File: src/rtl/ping_capture.sv
// Hydrophone ping capture: a circular pre-trigger history that freezes a
// DEPTH-sample window around the first over-threshold sample, then reads it out oldest first.
module ping_capture #(
    parameter int WIDTH    = 10,
    parameter int DEPTH    = 256,
    parameter int PRE_TRIG = 64
) (
    input  logic             clk,
    input  logic             reset_b,
    input  logic             Data_Ready,
    input  logic [WIDTH-1:0] SPI_Data_out,
    input  logic             arm,
    input  logic [WIDTH-2:0] threshold,
    input  logic             rd_en,
    output logic [WIDTH-1:0] rd_data,
    output logic             rd_valid,
    output logic             rd_last,
    output logic             armed,
    output logic             capture_done
);

    localparam int AW = $clog2(DEPTH);
    localparam int PW = $clog2(PRE_TRIG + 1);

    localparam logic [WIDTH-1:0] MID       = {1'b1, {(WIDTH-1){1'b0}}};
    localparam logic [WIDTH-2:0] MAG_MAX   = '1;
    localparam logic [AW-1:0]    PRE_OFF   = AW'(PRE_TRIG);
    localparam logic [AW-1:0]    POST_INIT = AW'(DEPTH - PRE_TRIG - 1);
    localparam logic [AW-1:0]    LAST_IDX  = AW'(DEPTH - 1);
    localparam logic [PW-1:0]    PRE_FULL  = PW'(PRE_TRIG);

    typedef enum logic [1:0] {
        S_IDLE,
        S_ARMED,
        S_CAPTURE,
        S_DONE
    } state_t;

    state_t state, state_n;

    // ------------------------------------------------------------------
    // Data_Ready crossing and rising-edge strobe
    // ------------------------------------------------------------------
    logic sync1, sync2, ready_q;
    logic sample_stb;

    // Preset to 1 so a Data_Ready already high at reset release is not seen as an edge.
    always_ff @(posedge clk or negedge reset_b) begin
        if (!reset_b) begin
            sync1   <= 1'b1;
            sync2   <= 1'b1;
            ready_q <= 1'b1;
        end else begin
            // NOTE: non-blocking assignments make each flop take the previous
            // value of its neighbour, which is what gives a real 2-stage chain.
            sync1   <= Data_Ready;
            sync2   <= sync1;
            ready_q <= sync2;
        end
    end

    assign sample_stb = sync2 & ~ready_q;

    // ------------------------------------------------------------------
    // Sample register; the RAM write happens on the cycle after the strobe
    // ------------------------------------------------------------------
    logic [WIDTH-1:0] sample_q;
    logic             wr_pend;
    logic             acquiring;

    assign acquiring = (state == S_ARMED) || (state == S_CAPTURE);

    always_ff @(posedge clk or negedge reset_b) begin
        if (!reset_b) begin
            sample_q <= '0;
            wr_pend  <= 1'b0;
        end else begin
            wr_pend <= sample_stb && !arm && acquiring;
            if (sample_stb) begin
                sample_q <= SPI_Data_out;
            end
        end
    end

    // Magnitude about mid-scale, saturated to WIDTH-1 bits (only code 0 overflows).
    logic [WIDTH-1:0] diff;
    logic [WIDTH-2:0] mag;

    always_comb begin
        // NOTE: every combinational output gets a default first so no path
        // leaves it unassigned and a latch can never be inferred.
        diff = '0;
        mag  = '0;
        if (sample_q[WIDTH-1]) begin
            diff = sample_q - MID;
        end else begin
            diff = MID - sample_q;
        end
        if (diff[WIDTH-1]) begin
            mag = MAG_MAX;
        end else begin
            mag = diff[WIDTH-2:0];
        end
    end

    // ------------------------------------------------------------------
    // Event decode
    // ------------------------------------------------------------------
    logic [AW-1:0] wr_ptr, start_ptr, rd_ptr, post_cnt, rd_cnt;
    logic [PW-1:0] pre_cnt;

    logic samp_write;
    logic trig_hit;
    logic cap_end;
    logic rd_fire;
    logic last_rd;

    assign samp_write = wr_pend && !arm && acquiring;
    assign trig_hit   = (state == S_ARMED) && (pre_cnt == PRE_FULL) && (mag > threshold);
    assign cap_end    = (state == S_CAPTURE) && (post_cnt == AW'(1));
    assign rd_fire    = (state == S_DONE) && rd_en && !arm;
    assign last_rd    = rd_fire && (rd_cnt == LAST_IDX);

    // ------------------------------------------------------------------
    // Control FSM
    // ------------------------------------------------------------------
    always_ff @(posedge clk or negedge reset_b) begin
        if (!reset_b) begin
            state <= S_IDLE;
        end else begin
            state <= state_n;
        end
    end

    always_comb begin
        state_n = state;
        if (arm) begin
            state_n = S_ARMED;
        end else begin
            unique case (state)
                S_IDLE:    state_n = S_IDLE;
                S_ARMED:   if (samp_write && trig_hit) state_n = S_CAPTURE;
                S_CAPTURE: if (samp_write && cap_end)  state_n = S_DONE;
                S_DONE:    if (last_rd)                state_n = S_IDLE;
                default:   state_n = S_IDLE;
            endcase
        end
    end

    assign armed        = acquiring;
    assign capture_done = (state == S_DONE);

    // ------------------------------------------------------------------
    // Pointers and counters
    // ------------------------------------------------------------------
    always_ff @(posedge clk or negedge reset_b) begin
        if (!reset_b) begin
            wr_ptr    <= '0;
            start_ptr <= '0;
            rd_ptr    <= '0;
            post_cnt  <= '0;
            rd_cnt    <= '0;
            pre_cnt   <= '0;
            rd_valid  <= 1'b0;
            rd_last   <= 1'b0;
        end else if (arm) begin
            wr_ptr    <= '0;
            start_ptr <= '0;
            post_cnt  <= '0;
            rd_cnt    <= '0;
            pre_cnt   <= '0;
            rd_valid  <= 1'b0;
            rd_last   <= 1'b0;
        end else begin
            rd_valid <= rd_fire;
            rd_last  <= last_rd;

            if (samp_write) begin
                wr_ptr <= wr_ptr + AW'(1);
                if (state == S_ARMED) begin
                    if (trig_hit) begin
                        // wr_ptr still addresses the trigger slot here.
                        start_ptr <= wr_ptr - PRE_OFF;
                        post_cnt  <= POST_INIT;
                    end else if (pre_cnt != PRE_FULL) begin
                        pre_cnt <= pre_cnt + PW'(1);
                    end
                end else begin
                    post_cnt <= post_cnt - AW'(1);
                    if (cap_end) begin
                        rd_ptr <= start_ptr;
                        rd_cnt <= '0;
                    end
                end
            end

            if (rd_fire) begin
                rd_ptr <= rd_ptr + AW'(1);
                rd_cnt <= rd_cnt + AW'(1);
            end
        end
    end

    // ------------------------------------------------------------------
    // Window RAM: one write port, one registered read port
    // ------------------------------------------------------------------
    logic [WIDTH-1:0] mem [DEPTH];
    logic [WIDTH-1:0] ram_q;

    // NOTE: the RAM and its read register carry no reset so the array maps onto
    // block RAM; rd_data is forced to 0 outside rd_valid instead.
    always_ff @(posedge clk) begin
        if (samp_write) begin
            mem[wr_ptr] <= sample_q;
        end
        if (rd_fire) begin
            ram_q <= mem[rd_ptr];
        end
    end

    assign rd_data = rd_valid ? ram_q : '0;

endmodule

File: config.mk
export PLATFORM = sky130hd
export DESIGN_NAME = ping_capture
export DESIGN_NICKNAME = d
export VERILOG_FILES = /design/src/rtl/ping_capture.sv
export SDC_FILE = /design/constraint.sdc
export NUM_CORES = 2
export LEC_CHECK = 0
export ABC_AREA = 1
export CORE_MARGIN = 2
export CORE_UTILIZATION = 55
export CTS_CLUSTER_DIAMETER = 100
export DETAILED_ROUTE_END_ITERATION = 16
export MAX_ROUTING_LAYER = met4
export PLACE_DENSITY_LB_ADDON = 0.3
export SKIP_LAST_GASP = 1
export SLEW_MARGIN = 20
export SYNTH_ARGS = -nofsm -noshare
export SYNTH_HDL_FRONTEND = slang
export SYNTH_SLANG_ARGS = --single-unit
File: constraint.sdc
create_clock -name clk -period 7.4 [get_ports clk]
set_input_delay 1.11 -clock clk [delete_from_list [all_inputs] [get_ports clk]]
set_output_delay 1.11 -clock clk [all_outputs]
set_load 0.05 [all_outputs]
# Yosys cells after proc, flatten, opt, wreduce, memory -nomap -nowiden
# Memory sizes are Yosys's and may differ from the RTL's. A register that Yosys moved wholly into a read port is not among the register bits.
# Index checks and enable logic that the tools add are counted.
[word_totals]
register_bits = 65
latchBits = 0
ramBits = 2560
mem_bits_ro = 0
input_bits = 24
output_inout_bits = 14
elab_cells = 106
n_memories = 1
[mem_list]
columns = ["name", "depth", "word_bits", "rd", "rd_clocked_by_memory_dff", "write_ports", "line", "source"]
rows = [
  ["mem", 256, 10, 1, 1, 1, "207", "logic [WIDTH-1:0] mem [DEPTH];"],
]
[classes]
add_sub_neg = 8
mul = 0
div = 0
n_lt_le_gt_ge = 1
n_eq_ne = 14
shift = 0
n_mux = 36
bitwise = 3
n_reduce_logical = 29
[op_table]
columns = ["cell", "count"]
rows = [
  ["2-to-1 mux 8 bit", 19],
  ["2-to-1 mux 7 bit", 5],
  ["adder 8 x 1 -> 8 bit (second input constant)", 3],
  ["2-to-1 mux 10 bit", 2],
  ["logical AND 1 bit", 12],
  ["nonzero test 2 bit", 6],
  ["subtractor 10 bit (first input constant)", 1],
  ["subtractor 10 bit (second input constant)", 1],
  ["greater-than comparator 9 bit", 1],
  ["2-to-1 mux 9 bit", 1],
  ["!= test 3 x 2 -> 1 bit (second input constant)", 3],
  ["AND reduction 3 bit", 3],
  ["equality test 8 x 1 -> 1 bit (second input constant)", 1],
  ["equality test 8 bit (second input constant)", 1],
  ["2-to-1 mux 2 bit", 4],
  ["one-hot mux 2 bit (4 select lines)", 1],
  ["AND reduction 4 bit", 2],
  ["subtractor 8 x 1 -> 8 bit (second input constant)", 1],
  ["subtractor 8 x 7 -> 8 bit (second input constant)", 1],
  ["adder 7 x 1 -> 7 bit (second input constant)", 1],
  ["equality test 7 bit (second input constant)", 1],
  ["!= test 7 bit (second input constant)", 1],
  ["!= test 3 bit (second input constant)", 2],
  ["nonzero test 3 bit", 2],
  ["other kinds (10)", 16],
]

# Longest topological paths before layout
[logic_depth]
word_depth = 9
ltp_mapped = 20
depth_no_buf = 20

# Least setup slack after synthesis
# OpenSTA, ideal clock, no wires.
[synth_timing]
kind = "register -> register"
from = "register sample_q[4]"
to = "register start_ptr[4]"
setup_ns = 0.083
t_arrival_ns = 6.042
required_time_ns = 7.317
slack_ns = 1.275
stages_incl_launch_ff = 19
n_path_buf = 1
period_less_slack_ns = 6.125
cell_sequence = "dfrtp_1 -> inv_1 -> nand2_1 -> inv_1 -> nand2_1 -> nor3_1 -> nand3_1 -> inv_1 -> a21oi_1 -> o21ai_0 -> ha_1 -> nand2_1 -> nor2_1 -> a211oi_1 -> nand2_1 -> nand3_1 -> clkbuf_1 -> nand3_1 -> o21ai_0"
[synth_between]
elab_chain_cells = 7
word_cells_on_any_way = 8
classes_between = "add/sub (2); order compare (1); mux (2); reduce/logical (3)"
[synth_lines]
columns = ["element", "line", "source"]
rows = [
  ["start, declared", "67", "logic [WIDTH-1:0] sample_q;"],
  ["start signal, assigned", "80", "sample_q <= SPI_Data_out;"],
  ["subtractor 10 bit (on tied branches)", "97, 95", ""],
  ["2-to-1 mux 10 bit (*)", "94", "if (sample_q[WIDTH-1]) begin"],
  ["2-to-1 mux 9 bit (*)", "99", "if (diff[WIDTH-1]) begin"],
  ["greater-than comparator 9 bit (*)", "119", "assign trig_hit = (state == S_ARMED) && (pre_cnt == PRE_FULL) && (mag > threshold);"],
  ["logical AND 1 bit (*)", "119", ""],
  ["nonzero test 2 bit (no source line) (*)", "--", ""],
  ["AND reduction 3 bit (no source line) (*)", "--", ""],
  ["end signal, assigned", "183", "start_ptr <= wr_ptr - PRE_OFF;"],
  ["end, declared", "109", "logic [AW-1:0] wr_ptr, start_ptr, rd_ptr, post_cnt, rd_cnt;"],
]
# Mark *: on every way between the ends. The rest lies on a longest branch, timed or not.
# A chain may end at the register's enable or synchronous reset.

==> impl_metrics.env <==
export IMPL_status="finished, final reports clean"
export IMPL_ant_nets=0
export IMPL_critical_path_arrival_ns=5.19
export IMPL_drive_gt1_frac=0.05251
export IMPL_stdcell_count=12740
export IMPL_fp_coreArea_um2=199500
export IMPL_hold_violations=0
export IMPL_yosys_warnings=0
export IMPL_final_nets=9928
export IMPL_pin_count=38
export IMPL_cts_htree_levels=5
export IMPL_min_period_ns=4.504
export IMPL_start_util=0.5529
export IMPL_fin_tns_setup_ns=0
export IMPL_synth_area_top_cells="edfxtp_1, nand2_1, nor2_1, nand3_1, o21ai_0"
export IMPL_post_route_drc_count=0
export IMPL_worstSkewPairLatency_ns=0.97
export IMPL_tritoncts="yes"
export IMPL_cp_data_required_time_ns=8.09
export IMPL_fin_ws_ns=2.896
export IMPL_synth_area_um2=110300
export IMPL_finClkSkew_ns=0.07810
export IMPL_grt_max_degree=224
export IMPL_hold_class="in2async"
export IMPL_finalSetupViolations=0
export IMPL_wl_per_cell_um=23.61
export IMPL_maxCapViolCount=0
export IMPL_rsz0062_at_grt="false"
export IMPL_synth_nets=10090
export IMPL_grtUsageTotal=0.3003
export IMPL_first_pass_iters=8
export IMPL_leakagePower_nw=44.41
export IMPL_grt_pass1_wl_um=446300
export IMPL_synth_top_area_share=0.6998
export IMPL_chipWidth_um=451.8
export IMPL_critPathKind="reg2reg"
export IMPL_synth_flop_cell="edfxtp_1"
export IMPL_vias=74560
export IMPL_r2r_slack_ns=2.90
export IMPL_rows=164
export IMPL_relSlewSlack=0.1953
export IMPL_fmax_mhz=222.0
export IMPL_peakVddDrop_mv=0.3822
export IMPL_post_cts_resized=0
export IMPL_die_area_um2=204100
export IMPL_clk_path_buf_depth=4
export IMPL_clock_tree_root_cell="clkbuf_16"
export IMPL_crit_path_start_kind="flip-flop"
export IMPL_wl_um=300700
export IMPL_hold_buffers=0
export IMPL_async_reset_ff_frac=0.02467
export IMPL_placedCellCount=12250
export IMPL_end_kind="flip-flop"
export IMPL_post_route_util=0.6065
export IMPL_dp_slack_ns=2.735
export IMPL_dp_hpwl_um=172000
export IMPL_grt_pass1_vias=71150
export IMPL_clk_pin_slew_ns=0.07
export IMPL_area_growth_pct=9.691
export IMPL_hold_worst_slack_ns=0.2889
export IMPL_crit_fanout=92
export IMPL_drv_slew=0
export IMPL_avgViaCountPerCell=5.855
export IMPL_postSynthCellCount=10040
export IMPL_post_cts_setup_buffers=0
export IMPL_nFillCells=15460
export IMPL_cts_buffers=280
export IMPL_synth_yosys_seq_area_share=0.7146
export IMPL_antenna_found_initial=8
export IMPL_power_density_nw_per_um2=354.4
export IMPL_synth_area_per_cell_um2=10.99
export IMPL_yosys_area_top_type="edfxtp_1"
export IMPL_io_buffers=37
export IMPL_cts_sinks=2635
export IMPL_post_route_period_util=0.6087
export IMPL_overflow=0
export IMPL_die_height_um=451.8
export IMPL_drt_first_iter_violations=11440
export IMPL_synth_distinct_cells=38
export IMPL_worst_slew_pin_transition_ns=1.207
export IMPL_gp_congestion=0.9528
export IMPL_synth_edf_count=2570
export IMPL_final_common_cell="edfxtp_1"
export IMPL_layout_common_cells="edfxtp_1, nand2_1, nor2_1"
export IMPL_synth_seq_cells=2635
[synthesized netlist by cell type, types with 6 or more instances]
library cell / number
o21ai_0: 669
inv_1: 656
buf_6: 9
edfxtp_1: 2570
nor3_1: 12
buf_2: 229
buf_1: 49
nand3_1: 756
clkbuf_1: 232
ha_1: 27
nand2_1: 2534
dfrtp_1: 62
o211ai_1: 131
xor2_1: 7
a21oi_1: 156
o22ai_1: 10
o21ai_1: 172
buf_4: 63
a31oi_1: 6
nor2_1: 1650
[critical path, stage by stage, from the launching register on]
cell and delay, ns:
dfrtp_4 0.72, buf_4 0.39, inv_6 0.63, buf_4 0.80, nand3_1 0.22, nand3_1 0.11
nand2_1 0.06, nand2_1 0.05, nand2_1 0.05, nor2_1 0.51, nand2_1 0.13, nand3_1 0.18
nand2_1 0.13
[kinds of logic after synthesis]
logic type,after synthesis,synth area share
DFF,2635,0.7146
adders and majority gates,27,0.003063
buffers and inverters,1246,0.04777
muxes,3,0.0003063
and+or+nand+nor,4963,0.1779
AOI/OAI and AO/OA,1153,0.05574
xor gates and xnor gates,8,0.0006354
[worst paths after layout]
path                            from  depth (start not counted)          end
hold / removal               reset_b                          1  sample_q[2]
min in group clk               sync1                          0        sync2
setup reg to reg           rd_ptr[2]                         12     ram_q[8]
max in group asynchronous    reset_b                          1    rd_ptr[0]
setup / recovery           rd_ptr[2]                         12     ram_q[8]
hold reg to reg                sync1                          0        sync2
[cell type report]
class | count | area [µm²] | area share
diodes | 4 | 10.01 | 0.00008275
clock buffers | 347 | 7490 | 0.06192
clock inverters | 133 | 1146 | 0.009474
inverters | 664 | 2520 | 0.02083
multi-input cells | 6154 | 26270 | 0.2171
flip-flops and latches | 2635 | 78850 | 0.6519
well taps | 2656 | 3323 | 0.02747
repair buffers | 142 | 1356 | 0.01121
[metrics by stage]
| stage | cell area [µm²] | power [mW] |
|---|---|---|
| after floorplan | 110300 | 25.15 |
| after global placement | 112300 | 29.21 |
| after detailed placement | 112300 | 29.32 |
| after CTS | 120900 | 42.61 |
| after global routing | 121000 | 44.39 |
| final | 121000 | 42.87 |
[routing by layer]
| layer | GRT usage | vias up | share of wire |
|---|---|---|---|
| met3 | 0.06174 | 642 | 0.11 |
| met1 | 0.4115 | 35990 | 0.39 |
| met2 | 0.4487 | 4349 | 0.46 |
| li1 | - | 33580 | - |
| met5 | - | - | 0 |
| met4 | 0.1070 | 0 | 0.037 |
[sequential cells by signal, indices dropped and copies added (netlist names), 2 cells and up]
signal / cells
mem: 2560
post_cnt: 8
pre_cnt: 7
ram_q: 10
rd_cnt: 8
rd_ptr: 8
sample_q: 10
start_ptr: 8
state: 2
wr_ptr: 8
[power breakdown]
group | internal [mW] | switching, mW
combinational | 3.00 | 9.24
clock | 7.85 | 5.63
sequential | 16.9 | 0.294
total | 27.7 | 15.2
No activity file was read; power rests on OpenSTA's default activity.
